[src/rtl/fd_em_pipe_reg_if.sv]
// rtl/fd_em_pipe_reg_if.sv - FD-to-EM pipeline register bundle: FD capture side, EM presentation side, stall and debug
interface fd_em_pipe_reg_if #(
    parameter int DATA_W = 10,
    parameter int CNT_W  = 8
);
    logic              enable;
    logic              flush;

    logic [DATA_W-1:0] alu_source_1_data_forwarded;
    logic [DATA_W-1:0] alu_source_2_data_forwarded;
    logic [DATA_W-1:0] read_data_2_forwarded;
    logic [2:0]        reg_source_1_addr_fd;
    logic [1:0]        reg_source_2_addr_fd;
    logic              alu_source_1_select;
    logic [1:0]        alu_source_2_select;
    logic [2:0]        reg_dest_addr_fd;
    logic [2:0]        op_code_fd;
    logic              reg_write_fd;
    logic              mem_read_fd;
    logic              mem_write_fd;

    logic [DATA_W-1:0] alu_source_1_data_em;
    logic [DATA_W-1:0] alu_source_2_data_em;
    logic [DATA_W-1:0] read_data_2_em;
    logic [2:0]        reg_dest_addr_em;
    logic [2:0]        op_code_em;
    logic              reg_write_em;
    logic              mem_read_em;
    logic              mem_write_em;
    logic              valid_em;
    logic              stall_fd;
    logic [CNT_W-1:0]  bubble_count;

    modport master (
        output enable, flush,
        output alu_source_1_data_forwarded, alu_source_2_data_forwarded, read_data_2_forwarded,
        output reg_source_1_addr_fd, reg_source_2_addr_fd, alu_source_1_select, alu_source_2_select,
        output reg_dest_addr_fd, op_code_fd, reg_write_fd, mem_read_fd, mem_write_fd,
        input  alu_source_1_data_em, alu_source_2_data_em, read_data_2_em,
        input  reg_dest_addr_em, op_code_em, reg_write_em, mem_read_em, mem_write_em,
        input  valid_em, stall_fd, bubble_count
    );

    modport slave (
        input  enable, flush,
        input  alu_source_1_data_forwarded, alu_source_2_data_forwarded, read_data_2_forwarded,
        input  reg_source_1_addr_fd, reg_source_2_addr_fd, alu_source_1_select, alu_source_2_select,
        input  reg_dest_addr_fd, op_code_fd, reg_write_fd, mem_read_fd, mem_write_fd,
        output alu_source_1_data_em, alu_source_2_data_em, read_data_2_em,
        output reg_dest_addr_em, op_code_em, reg_write_em, mem_read_em, mem_write_em,
        output valid_em, stall_fd, bubble_count
    );
endinterface

[src/rtl/fd_em_pipe_reg.sv]
// rtl/fd_em_pipe_reg.sv - FD/EM pipeline register with load-use stall, flush, freeze and bubble counter
module fd_em_pipe_reg #(
    parameter int DATA_W = 10,
    parameter int CNT_W  = 8
) (
    input  logic            clk,
    input  logic            reset,
    fd_em_pipe_reg_if.slave bus
);
    typedef enum logic [1:0] {
        ST_IDLE   = 2'd0,
        ST_RUN    = 2'd1,
        ST_BUBBLE = 2'd2
    } state_t;

    state_t            state;
    logic [DATA_W-1:0] alu_src_1_q;
    logic [DATA_W-1:0] alu_src_2_q;
    logic [DATA_W-1:0] read_data_2_q;
    logic [2:0]        reg_dest_q;
    logic [2:0]        op_code_q;
    logic              reg_write_q;
    logic              mem_read_q;
    logic              mem_write_q;
    logic [CNT_W-1:0]  bubble_cnt_q;

    logic              valid_q;
    logic              src_1_match;
    logic              src_2_match;
    logic              hazard;

    // Only a normal load leaves a real instruction in EM, so the state itself is the valid bit.
    assign valid_q = (state == ST_RUN);

    assign src_1_match = (reg_dest_q == bus.reg_source_1_addr_fd) && !bus.alu_source_1_select;
    assign src_2_match = (reg_dest_q == {1'b0, bus.reg_source_2_addr_fd})
                         && (bus.alu_source_2_select == 2'b00);

    assign hazard = valid_q && mem_read_q && reg_write_q && (reg_dest_q != 3'd0)
                    && (src_1_match || src_2_match);

    assign bus.stall_fd = bus.enable & hazard & ~bus.flush & ~reset;

    always_ff @(posedge clk) begin
        if (reset) begin
            state         <= ST_IDLE;
            alu_src_1_q   <= '0;
            alu_src_2_q   <= '0;
            read_data_2_q <= '0;
            reg_dest_q    <= '0;
            op_code_q     <= '0;
            reg_write_q   <= 1'b0;
            mem_read_q    <= 1'b0;
            mem_write_q   <= 1'b0;
            bubble_cnt_q  <= '0;
        end else if (bus.enable) begin
            if (bus.flush || hazard) begin
                // Bubble: operand registers keep stale data, only control and tags are squashed.
                state       <= ST_BUBBLE;
                reg_dest_q  <= '0;
                op_code_q   <= '0;
                reg_write_q <= 1'b0;
                mem_read_q  <= 1'b0;
                mem_write_q <= 1'b0;
                if (bubble_cnt_q != {CNT_W{1'b1}}) begin
                    bubble_cnt_q <= bubble_cnt_q + CNT_W'(1);
                end
            end else begin
                state         <= ST_RUN;
                alu_src_1_q   <= bus.alu_source_1_data_forwarded;
                alu_src_2_q   <= bus.alu_source_2_data_forwarded;
                read_data_2_q <= bus.read_data_2_forwarded;
                reg_dest_q    <= bus.reg_dest_addr_fd;
                op_code_q     <= bus.op_code_fd;
                reg_write_q   <= bus.reg_write_fd;
                mem_read_q    <= bus.mem_read_fd;
                mem_write_q   <= bus.mem_write_fd;
            end
        end
    end

    assign bus.alu_source_1_data_em = alu_src_1_q;
    assign bus.alu_source_2_data_em = alu_src_2_q;
    assign bus.read_data_2_em       = read_data_2_q;
    assign bus.reg_dest_addr_em     = reg_dest_q;
    assign bus.op_code_em           = op_code_q;
    assign bus.reg_write_em         = reg_write_q;
    assign bus.mem_read_em          = mem_read_q;
    assign bus.mem_write_em         = mem_write_q;
    assign bus.valid_em             = valid_q;
    assign bus.bubble_count         = bubble_cnt_q;
endmodule

[src/flat_wrapper.sv]
// flat-port wrapper written by rule: the top's interface ports become plain ports
module fd_em_pipe_reg_flat 
#(
    parameter int DATA_W = 10,
    parameter int CNT_W  = 8
)
  (clk, reset, bus_enable, bus_flush, bus_alu_source_1_data_forwarded, bus_alu_source_2_data_forwarded, bus_read_data_2_forwarded, bus_reg_source_1_addr_fd, bus_reg_source_2_addr_fd, bus_alu_source_1_select, bus_alu_source_2_select, bus_reg_dest_addr_fd, bus_op_code_fd, bus_reg_write_fd, bus_mem_read_fd, bus_mem_write_fd, bus_alu_source_1_data_em, bus_alu_source_2_data_em, bus_read_data_2_em, bus_reg_dest_addr_em, bus_op_code_em, bus_reg_write_em, bus_mem_read_em, bus_mem_write_em, bus_valid_em, bus_stall_fd, bus_bubble_count);
  fd_em_pipe_reg_if #(.DATA_W(DATA_W), .CNT_W(CNT_W)) bus_i ();
  input  logic clk;
  input  logic reset;
  input wire logic [$bits(bus_i.enable)-1:0] bus_enable;
  input wire logic [$bits(bus_i.flush)-1:0] bus_flush;
  input wire logic [$bits(bus_i.alu_source_1_data_forwarded)-1:0] bus_alu_source_1_data_forwarded;
  input wire logic [$bits(bus_i.alu_source_2_data_forwarded)-1:0] bus_alu_source_2_data_forwarded;
  input wire logic [$bits(bus_i.read_data_2_forwarded)-1:0] bus_read_data_2_forwarded;
  input wire logic [$bits(bus_i.reg_source_1_addr_fd)-1:0] bus_reg_source_1_addr_fd;
  input wire logic [$bits(bus_i.reg_source_2_addr_fd)-1:0] bus_reg_source_2_addr_fd;
  input wire logic [$bits(bus_i.alu_source_1_select)-1:0] bus_alu_source_1_select;
  input wire logic [$bits(bus_i.alu_source_2_select)-1:0] bus_alu_source_2_select;
  input wire logic [$bits(bus_i.reg_dest_addr_fd)-1:0] bus_reg_dest_addr_fd;
  input wire logic [$bits(bus_i.op_code_fd)-1:0] bus_op_code_fd;
  input wire logic [$bits(bus_i.reg_write_fd)-1:0] bus_reg_write_fd;
  input wire logic [$bits(bus_i.mem_read_fd)-1:0] bus_mem_read_fd;
  input wire logic [$bits(bus_i.mem_write_fd)-1:0] bus_mem_write_fd;
  output wire logic [$bits(bus_i.alu_source_1_data_em)-1:0] bus_alu_source_1_data_em;
  output wire logic [$bits(bus_i.alu_source_2_data_em)-1:0] bus_alu_source_2_data_em;
  output wire logic [$bits(bus_i.read_data_2_em)-1:0] bus_read_data_2_em;
  output wire logic [$bits(bus_i.reg_dest_addr_em)-1:0] bus_reg_dest_addr_em;
  output wire logic [$bits(bus_i.op_code_em)-1:0] bus_op_code_em;
  output wire logic [$bits(bus_i.reg_write_em)-1:0] bus_reg_write_em;
  output wire logic [$bits(bus_i.mem_read_em)-1:0] bus_mem_read_em;
  output wire logic [$bits(bus_i.mem_write_em)-1:0] bus_mem_write_em;
  output wire logic [$bits(bus_i.valid_em)-1:0] bus_valid_em;
  output wire logic [$bits(bus_i.stall_fd)-1:0] bus_stall_fd;
  output wire logic [$bits(bus_i.bubble_count)-1:0] bus_bubble_count;
  assign bus_i.enable = bus_enable;
  assign bus_i.flush = bus_flush;
  assign bus_i.alu_source_1_data_forwarded = bus_alu_source_1_data_forwarded;
  assign bus_i.alu_source_2_data_forwarded = bus_alu_source_2_data_forwarded;
  assign bus_i.read_data_2_forwarded = bus_read_data_2_forwarded;
  assign bus_i.reg_source_1_addr_fd = bus_reg_source_1_addr_fd;
  assign bus_i.reg_source_2_addr_fd = bus_reg_source_2_addr_fd;
  assign bus_i.alu_source_1_select = bus_alu_source_1_select;
  assign bus_i.alu_source_2_select = bus_alu_source_2_select;
  assign bus_i.reg_dest_addr_fd = bus_reg_dest_addr_fd;
  assign bus_i.op_code_fd = bus_op_code_fd;
  assign bus_i.reg_write_fd = bus_reg_write_fd;
  assign bus_i.mem_read_fd = bus_mem_read_fd;
  assign bus_i.mem_write_fd = bus_mem_write_fd;
  assign bus_alu_source_1_data_em = bus_i.alu_source_1_data_em;
  assign bus_alu_source_2_data_em = bus_i.alu_source_2_data_em;
  assign bus_read_data_2_em = bus_i.read_data_2_em;
  assign bus_reg_dest_addr_em = bus_i.reg_dest_addr_em;
  assign bus_op_code_em = bus_i.op_code_em;
  assign bus_reg_write_em = bus_i.reg_write_em;
  assign bus_mem_read_em = bus_i.mem_read_em;
  assign bus_mem_write_em = bus_i.mem_write_em;
  assign bus_valid_em = bus_i.valid_em;
  assign bus_stall_fd = bus_i.stall_fd;
  assign bus_bubble_count = bus_i.bubble_count;
  fd_em_pipe_reg #(.DATA_W(DATA_W), .CNT_W(CNT_W)) u_core (.clk(clk), .reset(reset), .bus(bus_i));
endmodule
[config.mk]
export PLATFORM = sky130hd
export DESIGN_NAME = fd_em_pipe_reg_flat
export DESIGN_NICKNAME = d
export VERILOG_FILES = /design/src/rtl/fd_em_pipe_reg_if.sv /design/src/rtl/fd_em_pipe_reg.sv /design/src/flat_wrapper.sv
export SDC_FILE = /design/constraint.sdc
export NUM_CORES = 1
export LEC_CHECK = 0
export ABC_AREA = 1
export ABC_CLOCK_PERIOD_IN_PS = 1300
export CAP_MARGIN = 30
export CORE_MARGIN = 2
export CORE_UTILIZATION = 37
export DETAILED_ROUTE_END_ITERATION = 10
export GPL_TIMING_DRIVEN = 0
export PLACE_DENSITY = 0.82
export SYNTH_ARGS = -nofsm -noshare
export SYNTH_HDL_FRONTEND = slang
export SYNTH_SLANG_ARGS = --single-unit
[constraint.sdc]
create_clock -name clk -period 1.3 [get_ports clk]
set_input_delay 0.13 -clock clk [delete_from_list [all_inputs] [get_ports clk]]
set_output_delay 0.13 -clock clk [all_outputs]
set_load 0.01 [all_outputs]
Word-level counts from Yosys, hierarchy flattened
Index checks and enable logic that the tools add are counted.
- add/subtract/negate cells: 1
- equality and inequality tests: 4
- multiplexer cells: 6
- bitwise gates (word level): 6
- reduce and logical (&&, ||, !) cells: 13
- operators with widths (operator ; count):
    $add 8x1->8 const B ; 1
    $ne 8x8->1 const B ; 1
    $logic_and 1x1->1 ; 6
    $mux 3 ; 2
    $and 1x1->1 ; 3
    $eq 3x2->1 ; 1
    $eq 3x3->1 ; 1
    $mux 1 ; 3
    $not 1->1 ; 3
    $reduce_and 3->1 ; 1
    $reduce_bool 3->1 ; 1
    $eq 2x1->1 const B ; 1
    $logic_not 2->1 ; 1
    $logic_or 1x1->1 ; 2
    $mux 2 ; 1
    $reduce_and 2->1 ; 1
    $logic_not 1->1 ; 1
- register bits after elaboration: 49
- input port bits: 51
- output and inout port bits: 49
- logic and storage cells: 40

Longest topological paths before layout
Gate-level depths: netlist (run 1).
- word-level depth: 8
- gate-level depth with buffers: 12
- mapped depth without buffers: 12

Worst setup path after synthesis (run 1)
OpenSTA, ideal clock, no wires.
- path kind: reg-to-output
- from: reg u_core.reg_dest_q[0] (netlist: u_core.bus.reg_dest_addr_em[0])
- to: out bus_stall_fd
- arrival time: 1394 ps
- data required time: 1170 ps
- path slack: -224 ps
- cell stages (with the launch flop): 10
- path buffers: 1
- cell sequence: dfxtp_1 inv_2 nand2_1 nand2_1 nor2_1 nand2_1 nand2_2 nand2_4 buf_2 nor4_1
- longest elaborated chain between the ends: 7
- elaborated cells on any way between the ends: 11
- classes of those cells: eq/ne (2); bitwise (3); reduce/logical (6)
- RTL lines (item ; RTL line ; text):
    start, declared ; fd_em_pipe_reg.sv:20 ; logic [2:0] reg_dest_q;
    start signal, assigned ; fd_em_pipe_reg.sv:73 ; reg_dest_q <= bus.reg_dest_addr_fd;
    $eq 3x3->1 / $eq 3x2->1 (equally long branches) ; fd_em_pipe_reg.sv:35, fd_em_pipe_reg.sv:36 ;
    $logic_and 1x1->1, on equally long branches ; fd_em_pipe_reg.sv:35, fd_em_pipe_reg.sv:37 ;
    $logic_or 1x1->1 ; fd_em_pipe_reg.sv:40 ; && (src_1_match || src_2_match);
    $logic_and 1x1->1 * ; fd_em_pipe_reg.sv:40 ;
    $and 1x1->1 * (3 in series) ; fd_em_pipe_reg.sv:42 ; assign bus.stall_fd = bus.enable & hazard & ~bus.flush & ~reset;
    end, declared ; flat_wrapper.sv:34 ; output wire logic [$bits(bus_i.stall_fd)-1:0] bus_stall_fd;
Mark *: on every way between the ends. The rest lies on a longest branch, timed or not.

Final worst setup path (run 1)
- from: reg u_core.reg_dest_q[2] (netlist: u_core.bus.reg_dest_addr_em[2])
- to: out bus_stall_fd
Same word-level chain as after synthesis.

==> impl_metrics.csv, run 1 <==
group,metric,value,unit
yosys,synth_edf_count,0,
yosys,yosysMostFrequentCell,"nand2_1",
clocking,cts.path.max_buffers,2,
setup_path,setup.worst_path.class,"flip-flop to output port",
yosys,synth_common_cells,"67 x nand2_1, 49 x dfxtp_1, 40 x a21oi_1",
floorplanning,start_util,37.8,%
yosys,synth_top_family_by_area,"simple AND/OR/NAND/NOR gates",
pwr,p_int,2410,uW
place,post-place-ws,-0.831,ns
routing,vias,2479,
setup_path,critPathLaunchType,"flip-flop",
global_routing,use_met3,4.67,%
final_layout,postLayoutCoreUtil,60.8,%
clocking,worstSkewPairLatency,0.29,ns
sta,min_period_over_period,125,%
sta,setup_slack,-0.323,ns
global_routing,grt_pass1_wl,10.2,mm
floorplanning,pin_count,100,
pwr,power.density,903,mW/mm^2
sta,max_slew_margin,59.4,%
pwr,p_seq_share,49.7,%
setup_path,cp_max_fo,4,
sta,setup_viol,50,
yosys,syn_avg_cell_area,7.54,um^2
yosys,synth_top_cell_by_area,"dfxtp_1",
yosys,yosys.area_share.adder,0.566,%
global_routing,busiest_layer,"met2",
yosys,syn_nets,345,
place,dp_hpwl,4.62,mm
routing,post_drt_wl_per_cell,13.7,um
floorplanning,fp-row-count,28,
sta,holdWs,0.258,ns
floorplanning,fp.dieH,81.3,um
routing,drc_errors,0,
routing,avgViaCountPerCell,5.10,
final_layout,syn_to_final_growth,60.9,%
yosys,synthDistinctLibCells,21,
global_routing,grt_max_degree,15,
yosys,synth-simple-area-share,33.4,%
clocking,cts.sinks,49,
yosys,synth_top_area_share,44.4,%
run,max_cap_violations,0,
setup_path,reg2reg_slack,-0.27,ns
floorplanning,die_w,81.3,um
yosys,synth-main-ff-cell,"dfxtp_1",
clocking,clockRootBuffer,"clkbuf_8",
yosys,synth-compound-area-share,12.6,%
pwr,netSwitchingFraction,25.1,%
final_layout,fin_nets,462,
worst_hold_path,hold_path_class,"input pin to flip-flop",
yosys,yosysSeqAreaShare,44.4,%
setup_path,cp.required,1.17,ns
yosys,synth_warnings,0,
status,violations,"negative setup slack",
pwr,p_comb_share,17.6,%
clocking,cts_tree,"built",
yosys,async_flop_share,0,%
sta,clock_skew,0.00480,ns
floorplanning,die-area,0.00661,mm^2
clocking,holdBufCountCts,0,
setup_path,setup.worst_path.end_class,"output port",
global_routing,grt_pass1_vias,2272,
yosys,syn_inst,293,
yosys,synth_xor_xnor_area_share,0,%
routing,ant_nets,0,
clocking,cts_inserted_buffers,5,
routing,dr.pass1.iters,4,
sta,final_hold_viol_count,0,
global_routing,use_met2,32.5,%
final_layout,drive_gt1_share,19.7,%
global_routing,grt_usage,19.5,%
setup_path,arrival,1.49,ns
yosys,ys_seq_elements,49,
pwr,pwr-share-clk,32.7,%
clocking,ctsHtreeMaxLevel,2,
global_routing,met1_usage,24.6,%
final_layout,antenna_cells,0,
global_routing,grt_overflow,0,
sta,drv_slew,0,
sta,fin_crit,1.62,ns
status,status,"finished with violations",
routing,initialDrtViolationCount,113,
pwr,switchingPower,805,uW
pwr,vdd_drop_max,0.464,mV
place,io_buffers,97,
clocking,path_clk_slew,0.09,ns
sta,worstMarginPinSlew,0.609,ns
place,gp_congestion,0.794,
yosys,synthTopCellsByArea,"dfxtp_1 44%, nand2_1 11%, nand4_1 11%",
yosys,muxShareOfSynthArea,0,%
sta,fmax,616,MHz
yosys,syn_area,0.00221,mm^2
pwr,power.leakage,0.00157,uW
floorplanning,core_region_area,0.00585,mm^2
sta,rsz0062_at_grt,"true",
routing,drt_wl_total,6.68,mm
global_routing,antenna_found_initial,0,
cells by family after synthesis:
kind of cell,count (synthesis)
simple gates,151
compound gates,49
flops,49
buf+inv,43
fa+ha+maj,1
layer usage:
metal | part of all wire [%] | wire length (um) | up-vias
met3 | 6.2 | 413 | 13
met2 | 49 | 3270 | 73
li1 | - | - | 1232
met5 | 0 | 0 | -
met4 | 1.9 | 128 | 0
met1 | 43 | 2870 | 1161
power by group through the flow:
stage	sequential, uW	clock, uW	combinational [uW]
after floorplan	1660	0	223
after global placement	1640	0	561
after detailed placement	1640	0	571
after CTS	1600	1070	554
after global routing	1600	1140	615
final	1600	1050	566
repair_timing:
| action | in CTS | in global routing |
|---|---|---|
| pin swaps | 5 | 6 |
| endpoints found under the setup margin | 98 | 52 |
| gates resized for setup | 75 | 14 |
| buffers inserted | 9 | 3 |
| cloned | 1 | 0 |
| hold endpoints to repair | 0 | 0 |
cell type report:
class                           count  area, um^2
Buffer                             23         150
Clock buffer                        8         111
Fill cell                         529        2300
Inverter                           20        75.1
Multi-Input combinational cell    201        1110
Sequential cell                    49        1000
Tap cell                           75        93.8
Timing Repair Buffer              110        1010
flip-flops by register name, summed over array words and instances (netlist names):
| register | count |
|---|---|
| u_core.bus.alu_source_2_data_em | 10 |
| u_core.bus.mem_write_em | 1 |
| u_core.bus.mem_read_em | 1 |
| u_core.bus.read_data_2_em | 10 |
| u_core.bus.reg_dest_addr_em | 3 |
| u_core.state | 2 |
| u_core.bus.bubble_count | 8 |
| u_core.bus.reg_write_em | 1 |
| u_core.bus.op_code_em | 3 |
| u_core.bus.alu_source_1_data_em | 10 |
metrics by stage:
step | power [uW] | cell area, um^2 | TNS [ns] | instances
5_1_grt | 3360 | 3550 | -14.31 | 486
3_5_place_dp | 2210 | 3320 | -17.24 | 465
2_1_floorplan | 1880 | 2250 | -0.0603 | 293
6_report | 3210 | 3550 | -11.22 | 486
3_3_place_gp | 2200 | 3320 | -15.93 | 465
4_1_cts | 3230 | 3500 | -9.75 | 483
path summary, 6_finish.rpt:
path                                                         start                                  to  cells after the start
worst max-delay path                u_core.bus.reg_dest_addr_em[2]                        bus_stall_fd                      7
worst max register to register      u_core.bus.reg_dest_addr_em[0]          u_core.bus.bubble_count[2]                      9
worst min-delay path                                         reset  u_core.bus.alu_source_1_data_em[2]                      2
worst min register to register  u_core.bus.alu_source_1_data_em[6]  u_core.bus.alu_source_1_data_em[6]                      2
worst max-delay path, cell delays in order (launching register included):
cell     delay [ns]
dfxtp_4        0.37
nor3_2         0.17
nand3_1        0.11
nand2_2        0.10
nand2_4        0.05
buf_6          0.12
nor4_4         0.11
buf_2          0.17
layout by cell type (no fill, tap or decap), types with 4 or more instances in the layout:
cell type        instances
a21oi_1                 34
a21oi_2                 14
buf_1                    7
buf_2                    4
buf_4                   10
buf_6                   10
clkbuf_1                 6
clkbuf_8                 6
clkdlybuf4s50_1         48
dfxtp_1                 41
dfxtp_2                  4
dfxtp_4                  4
dlygate4sd2_1           46
inv_1                   16
inv_2                    4
nand2_1                 65
nand2_2                 11
nand3_1                 11
nand4_1                 39
nor2_1                  15
Note: power is estimated with default switching activity, not from simulation.
==> run 2, diff against run 1 <==
- CORE_MARGIN: 2 -> 8
- RECOVER_POWER: default -> 50
==> run 2 against run 1 <==
Effect of this change:
- the flow still finishes with violations (negative setup slack)
- design area grew 3.8%
- non-clock buffer count grew 5
- first-iteration DRC count grew 5.3%
- hold slack lost 0.043 ns
- critical path depth grew 3
- wire length grew 13%
- global-route usage shrank 2.6 points
- critical path type unchanged
- critical endpoint unchanged
==> impl_metrics.csv, run 2 (same netlist as run 1, synthesis figures left out) <==
group,metric,value,unit
setup_path,critPathMaxStageDelay,0.37,ns
global_routing,grt_pass1_wl,12.0,mm
status,status,"finished with violations",
global_routing,grt_usage,16.9,%
final_layout,regArea,0.00100,mm^2
sta,rsz0062_at_grt,"true",
routing,drc_errors,0,
sta,max_slew_margin,55.4,%
pwr,p_int,2510,uW
pwr,p_comb_share,18.3,%
setup_path,setup.worst_path.end_class,"output port",
global_routing,antenna_found_initial,0,
global_routing,grt_overflow,0,
setup_path,critPathLaunchType,"flip-flop",
status,violations,"negative setup slack",
pwr,fin_total_pwr,3340,uW
setup_path,setup.worst_path.class,"flip-flop to output port",
sta,setup_viol,50,
sta,setup_slack,-0.400,ns
clocking,cts_inserted_buffers,5,
pwr,power.density,904,mW/mm^2
clocking,holdBufCountCts,0,
final_layout,antenna_cells,0,
final_layout,final_cell_mix,"63 x nand2_1, 48 x clkdlybuf4s50_1, 47 x dlygate4sd2_1",
clocking,worstSkewPairLatency,0.30,ns
pwr,power.leakage,0.00163,uW
place,post-place-ws,-0.884,ns
final_layout,multi_input_area,0.00116,mm^2
final_layout,syn_to_final_growth,66.9,%
sta,worstMarginPinSlew,0.669,ns
pwr,vdd_drop_max,0.474,mV
routing,post_drt_wl_per_cell,15.4,um
floorplanning,start_util,37.8,%
routing,vias,2458,
clocking,clockRootBuffer,"clkbuf_8",
sta,min_period_over_period,131,%
routing,initialDrtViolationCount,119,
routing,avgViaCountPerCell,5.01,
floorplanning,core_region_area,0.00585,mm^2
setup_path,arrival,1.57,ns
setup_path,cp_max_fo,3,
run,max_cap_violations,0,
setup_path,critical_path_buf_inv_count,3,
pwr,pwr-share-clk,33.9,%
sta,final_hold_viol_count,0,
routing,drt_wl_total,7.57,mm
place,gp_congestion,0.821,
clocking,cts.sinks,49,
floorplanning,pin_count,100,
final_layout,drive_gt1_share,22.6,%
clocking,cts.path.max_buffers,2,
setup_path,cp.required,1.17,ns
clocking,cts_tree,"built",
sta,holdWs,0.216,ns
place,io_buffers,97,
sta,setup_tns,-15.10,ns
floorplanning,die_w,93.3,um
global_routing,grt_pass1_vias,2444,
floorplanning,fp-row-count,28,
final_layout,fillers,526,
routing,ant_nets,0,
floorplanning,fp.dieH,93.3,um
setup_path,cp_common_cell,"nand2_1",
setup_path,crit_chain,"inv_2, nand2_1, nand2_1, nor2_1, nand2_1, nand2_2, nand2_4, buf_8, nor4_4, buf_2",
final_layout,final_common_cell,"nand2_1",
sta,fin_crit,1.70,ns
setup_path,crit_family,"simple AND/OR/NAND/NOR gates",
pwr,p_seq_share,47.8,%
routing,dr.pass1.iters,4,
setup_path,slowest_stage,"dfxtp_4",
place,dp_hpwl,5.28,mm
sta,fmax,588,MHz
floorplanning,die-area,0.00870,mm^2
pwr,switchingPower,829,uW
clocking,path_clk_slew,0.09,ns
pwr,netSwitchingFraction,24.8,%
sta,drv_slew,0,
global_routing,grt_max_degree,15,
final_layout,postLayoutCoreUtil,63.0,%
sta,clock_skew,0.00545,ns
worst_hold_path,hold_path_class,"input pin to flip-flop",
clocking,ctsHtreeMaxLevel,2,
final_layout,fin_nets,467,
## run 2: area by class of cell
cell class | count | area share (%)
clock inverter | 1 | 0.814
multi-input combinational | 201 | 31.5
timing repair buffer | 115 | 29.6
buffer | 23 | 4.00
inverter | 20 | 2.04
sequential | 49 | 27.2
tap | 75 | 2.54
clock buffer | 7 | 2.34
## run 2: layer usage
metal	track usage, %	wire [um]	up-vias
met5	0	0	-
met4	3.49	18	0
met3	4.89	442	2
met2	28.8	3790	70
met1	20.4	3320	1149
li1	-	-	1237
## run 2: power groups by stage
stage	clock (uW)	sequential (uW)	combinational, uW
after CTS	1160	1600	594
after floorplan	0	1660	223
after global placement	0	1640	565
final	1130	1600	610
after detailed placement	0	1640	576
after global routing	1230	1600	661
## run 2: path summary, 6_finish.rpt
path,from,to,slack [ns],cells past startpoint
worst min register to register,u_core.bus.read_data_2_em[2],u_core.bus.read_data_2_em[2],0.46,2
worst max register to register,u_core.bus.reg_dest_addr_em[1],u_core.bus.alu_source_2_data_em[2],-0.35,11
worst max-delay path,u_core.bus.reg_dest_addr_em[1],bus_stall_fd,-0.40,10
worst min-delay path,reset,u_core.bus.alu_source_1_data_em[2],0.22,2
## run 2: timing repair
item	4_1_cts	5_1_grt
resized for setup	97	13
cloned	5	0
setup buffers	11	4
pin swaps	8	5
endpoints found under the setup margin	98	50
## run 2: stage by stage
step / cell area, um^2 / cells
6_report: 3690 / 491
2_1_floorplan: 2250 / 293
3_5_place_dp: 3320 / 465
5_1_grt: 3690 / 491
4_1_cts: 3650 / 489
3_3_place_gp: 3320 / 465
==> run 3, diff against run 2 <==
--- a/config.mk
+++ b/config.mk
@@ -8,9 +8,10 @@
 export ABC_AREA = 1
-export ABC_CLOCK_PERIOD_IN_PS = 1300
+export ABC_CLOCK_PERIOD_IN_PS = 2200
 export CAP_MARGIN = 30
+export CORE_ASPECT_RATIO = 0.5
 export CORE_MARGIN = 8
-export CORE_UTILIZATION = 37
+export CORE_UTILIZATION = 45
 export DETAILED_ROUTE_END_ITERATION = 10
 export GPL_TIMING_DRIVEN = 0
-export PLACE_DENSITY = 0.82
+export PLACE_DENSITY = 0.93
 export RECOVER_POWER = 50
==> constraint.sdc (replaced) <==
create_clock -name clk -period 2.2 [get_ports clk]
set_input_delay 0.33 -clock clk [delete_from_list [all_inputs] [get_ports clk]]
set_output_delay 0.33 -clock clk [all_outputs]
set_load 0.01 [all_outputs]
==> run 3 against run 2 <==
Effect of this change:
- the flow now finishes without violations
- global-route usage up 1.8 points
- design area down 8.9%
- wire length down 3.4%
- sequential share of layout area up 2.0 points
- count of clock-buffer cells in the layout unchanged
- setup slack better by 0.61 ns
- clock skew up 0.0031 ns
- combinational power down 46%
- die area down 13%
- via count down 0.28%
- non-clock buffer count down 19
==> impl_metrics.csv, run 3 (same netlist as run 1, synthesis figures left out) <==
group,metric,value,unit
status,status,"finished clean",
pwr,netSwitchingFraction,25.5,%
floorplanning,die-area,0.00754,mm^2
pwr,vdd_drop_max,0.400,mV
routing,drc_errors,0,
routing,initialDrtViolationCount,160,
pwr,power.density,539,mW/mm^2
run,max_cap_violations,0,
routing,avgViaCountPerCell,5.26,
final_layout,final_common_cell,"nand2_1",
final_layout,drive_gt1_share,10.1,%
sta,final_hold_viol_count,0,
floorplanning,fp.dieH,65.6,um
floorplanning,fp-row-count,18,
clocking,worstSkewPairLatency,0.30,ns
setup_path,setup.worst_path.end_class,"output port",
sta,setup_viol,0,
routing,post_drt_wl_per_cell,15.7,um
pwr,power.leakage,0.00137,uW
pwr,pwr-share-clk,29.5,%
place,dp_hpwl,5.64,mm
sta,min_period_over_period,90.6,%
clocking,cts_tree,"built",
pwr,p_comb_share,18.2,%
pwr,switchingPower,462,uW
setup_path,crit_chain,"clkdlybuf4s50_1, inv_1, nand2_1, nand2_1, nor2_1, nand2_1, nand2_2, nand2_8, nor4_2, buf_2",
final_layout,final_cell_mix,"67 x nand2_1, 55 x clkdlybuf4s50_1, 49 x dfxtp_1",
clocking,ctsHtreeMaxLevel,2,
final_layout,antenna_cells,0,
floorplanning,die_w,115,um
clocking,cts.path.max_buffers,2,
setup_path,slowest_stage,"clkdlybuf4s50_1",
clocking,clockRootBuffer,"clkbuf_8",
final_layout,syn_to_final_growth,52.0,%
setup_path,arrival,1.66,ns
setup_path,cp_max_fo,15,
sta,rsz0062_at_grt,"false",
final_layout,fillers,388,
routing,drt_wl_total,7.31,mm
global_routing,grt_usage,18.7,%
worst_hold_path,hold_path_class,"input pin to flip-flop",
sta,fmax,502,MHz
sta,max_slew_margin,61.7,%
sta,fin_crit,1.99,ns
clocking,path_clk_slew,0.08,ns
setup_path,critPathMaxStageDelay,0.48,ns
routing,dr.pass1.iters,4,
setup_path,cp_common_cell,"nand2_1",
final_layout,fin_nets,448,
routing,vias,2451,
sta,clock_skew,0.00855,ns
floorplanning,start_util,45.8,%
floorplanning,core_region_area,0.00482,mm^2
global_routing,antenna_found_initial,0,
clocking,cts_setup_buffers,0,
global_routing,grt_pass1_wl,11.4,mm
clocking,cts_inserted_buffers,5,
global_routing,grt_overflow,0,
place,io_buffers,97,
global_routing,grt_max_degree,16,
global_routing,grt_pass1_vias,2377,
floorplanning,pin_count,100,
routing,ant_nets,0,
sta,drv_slew,0,
pwr,p_int,1350,uW
setup_path,setup.worst_path.class,"input pin to output port",
final_layout,final_area,0.00336,mm^2
sta,worstMarginPinSlew,0.574,ns
clocking,cts.sinks,49,
setup_path,critPathLaunchType,"input pin",
pwr,p_seq_share,52.3,%
pwr,fin_total_pwr,1810,uW
place,placed_area,0.00327,mm^2
place,gp_congestion,0.813,
setup_path,cp.required,1.87,ns
## run 3: critical path, delay by kind of cell
kind                   cells  cell delay (ns)
and+or+nand+nor            7             0.63
buffers and inverters      3             0.69
## run 3: worst paths after layout
kind                                              to  depth (start not counted)  slack, ns                                from
setup / recovery                        bus_stall_fd                         10       0.21         bus_reg_source_1_addr_fd[0]
hold reg to reg   u_core.bus.alu_source_2_data_em[8]                          2       0.46  u_core.bus.alu_source_2_data_em[8]
setup reg to reg          u_core.bus.bubble_count[6]                         11       0.45          u_core.bus.bubble_count[0]
hold / removal    u_core.bus.alu_source_1_data_em[2]                          2       0.41                               reset
## run 3: per-layer routing
layer / global-route usage (%) / part of all wire, %
met5: 0 / 0
met4: 7.94 / 1.8
met3: 4.66 / 5.7
met2: 35.4 / 53
met1: 19.6 / 39
## run 3: timing repair
item | CTS | global route
cloned | 0 | 0
setup endpoints to repair | 1 | 1
resized for setup | 4 | 2
hold buffers | 0 | 0
## run 3: power groups by stage
stage	logic, uW	registers [uW]	clock network (uW)
2_1_floorplan	130	981	0
3_3_place_gp	327	965	0
3_5_place_dp	338	967	0
4_1_cts	340	947	542
5_1_grt	354	950	581
6_report	329	946	535
## run 3: area by class of cell
class,instances,area [um^2],area share [%]
Multi-Input combinational cell,201,1040,31.1
Tap cell,70,87.6,2.61
Buffer,22,120,3.58
Inverter,20,75.1,2.23
Sequential cell,49,981,29.2
Clock buffer,7,86.3,2.57
Timing Repair Buffer,97,966,28.8
## run 3: through the flow
stage	util, %	TNS (ns)	hold WS [ns]	setup WS, ns	cells
after floorplan	-	0	0.445	0.476	293
after global placement	67.8	-0.464	0.445	-0.464	460
after detailed placement	67.8	-0.492	0.453	-0.492	460
after CTS	69.7	0	0.388	0.0538	466
after global routing	69.7	0	0.445	0.0907	466
final	69.7	0	0.413	0.206	466
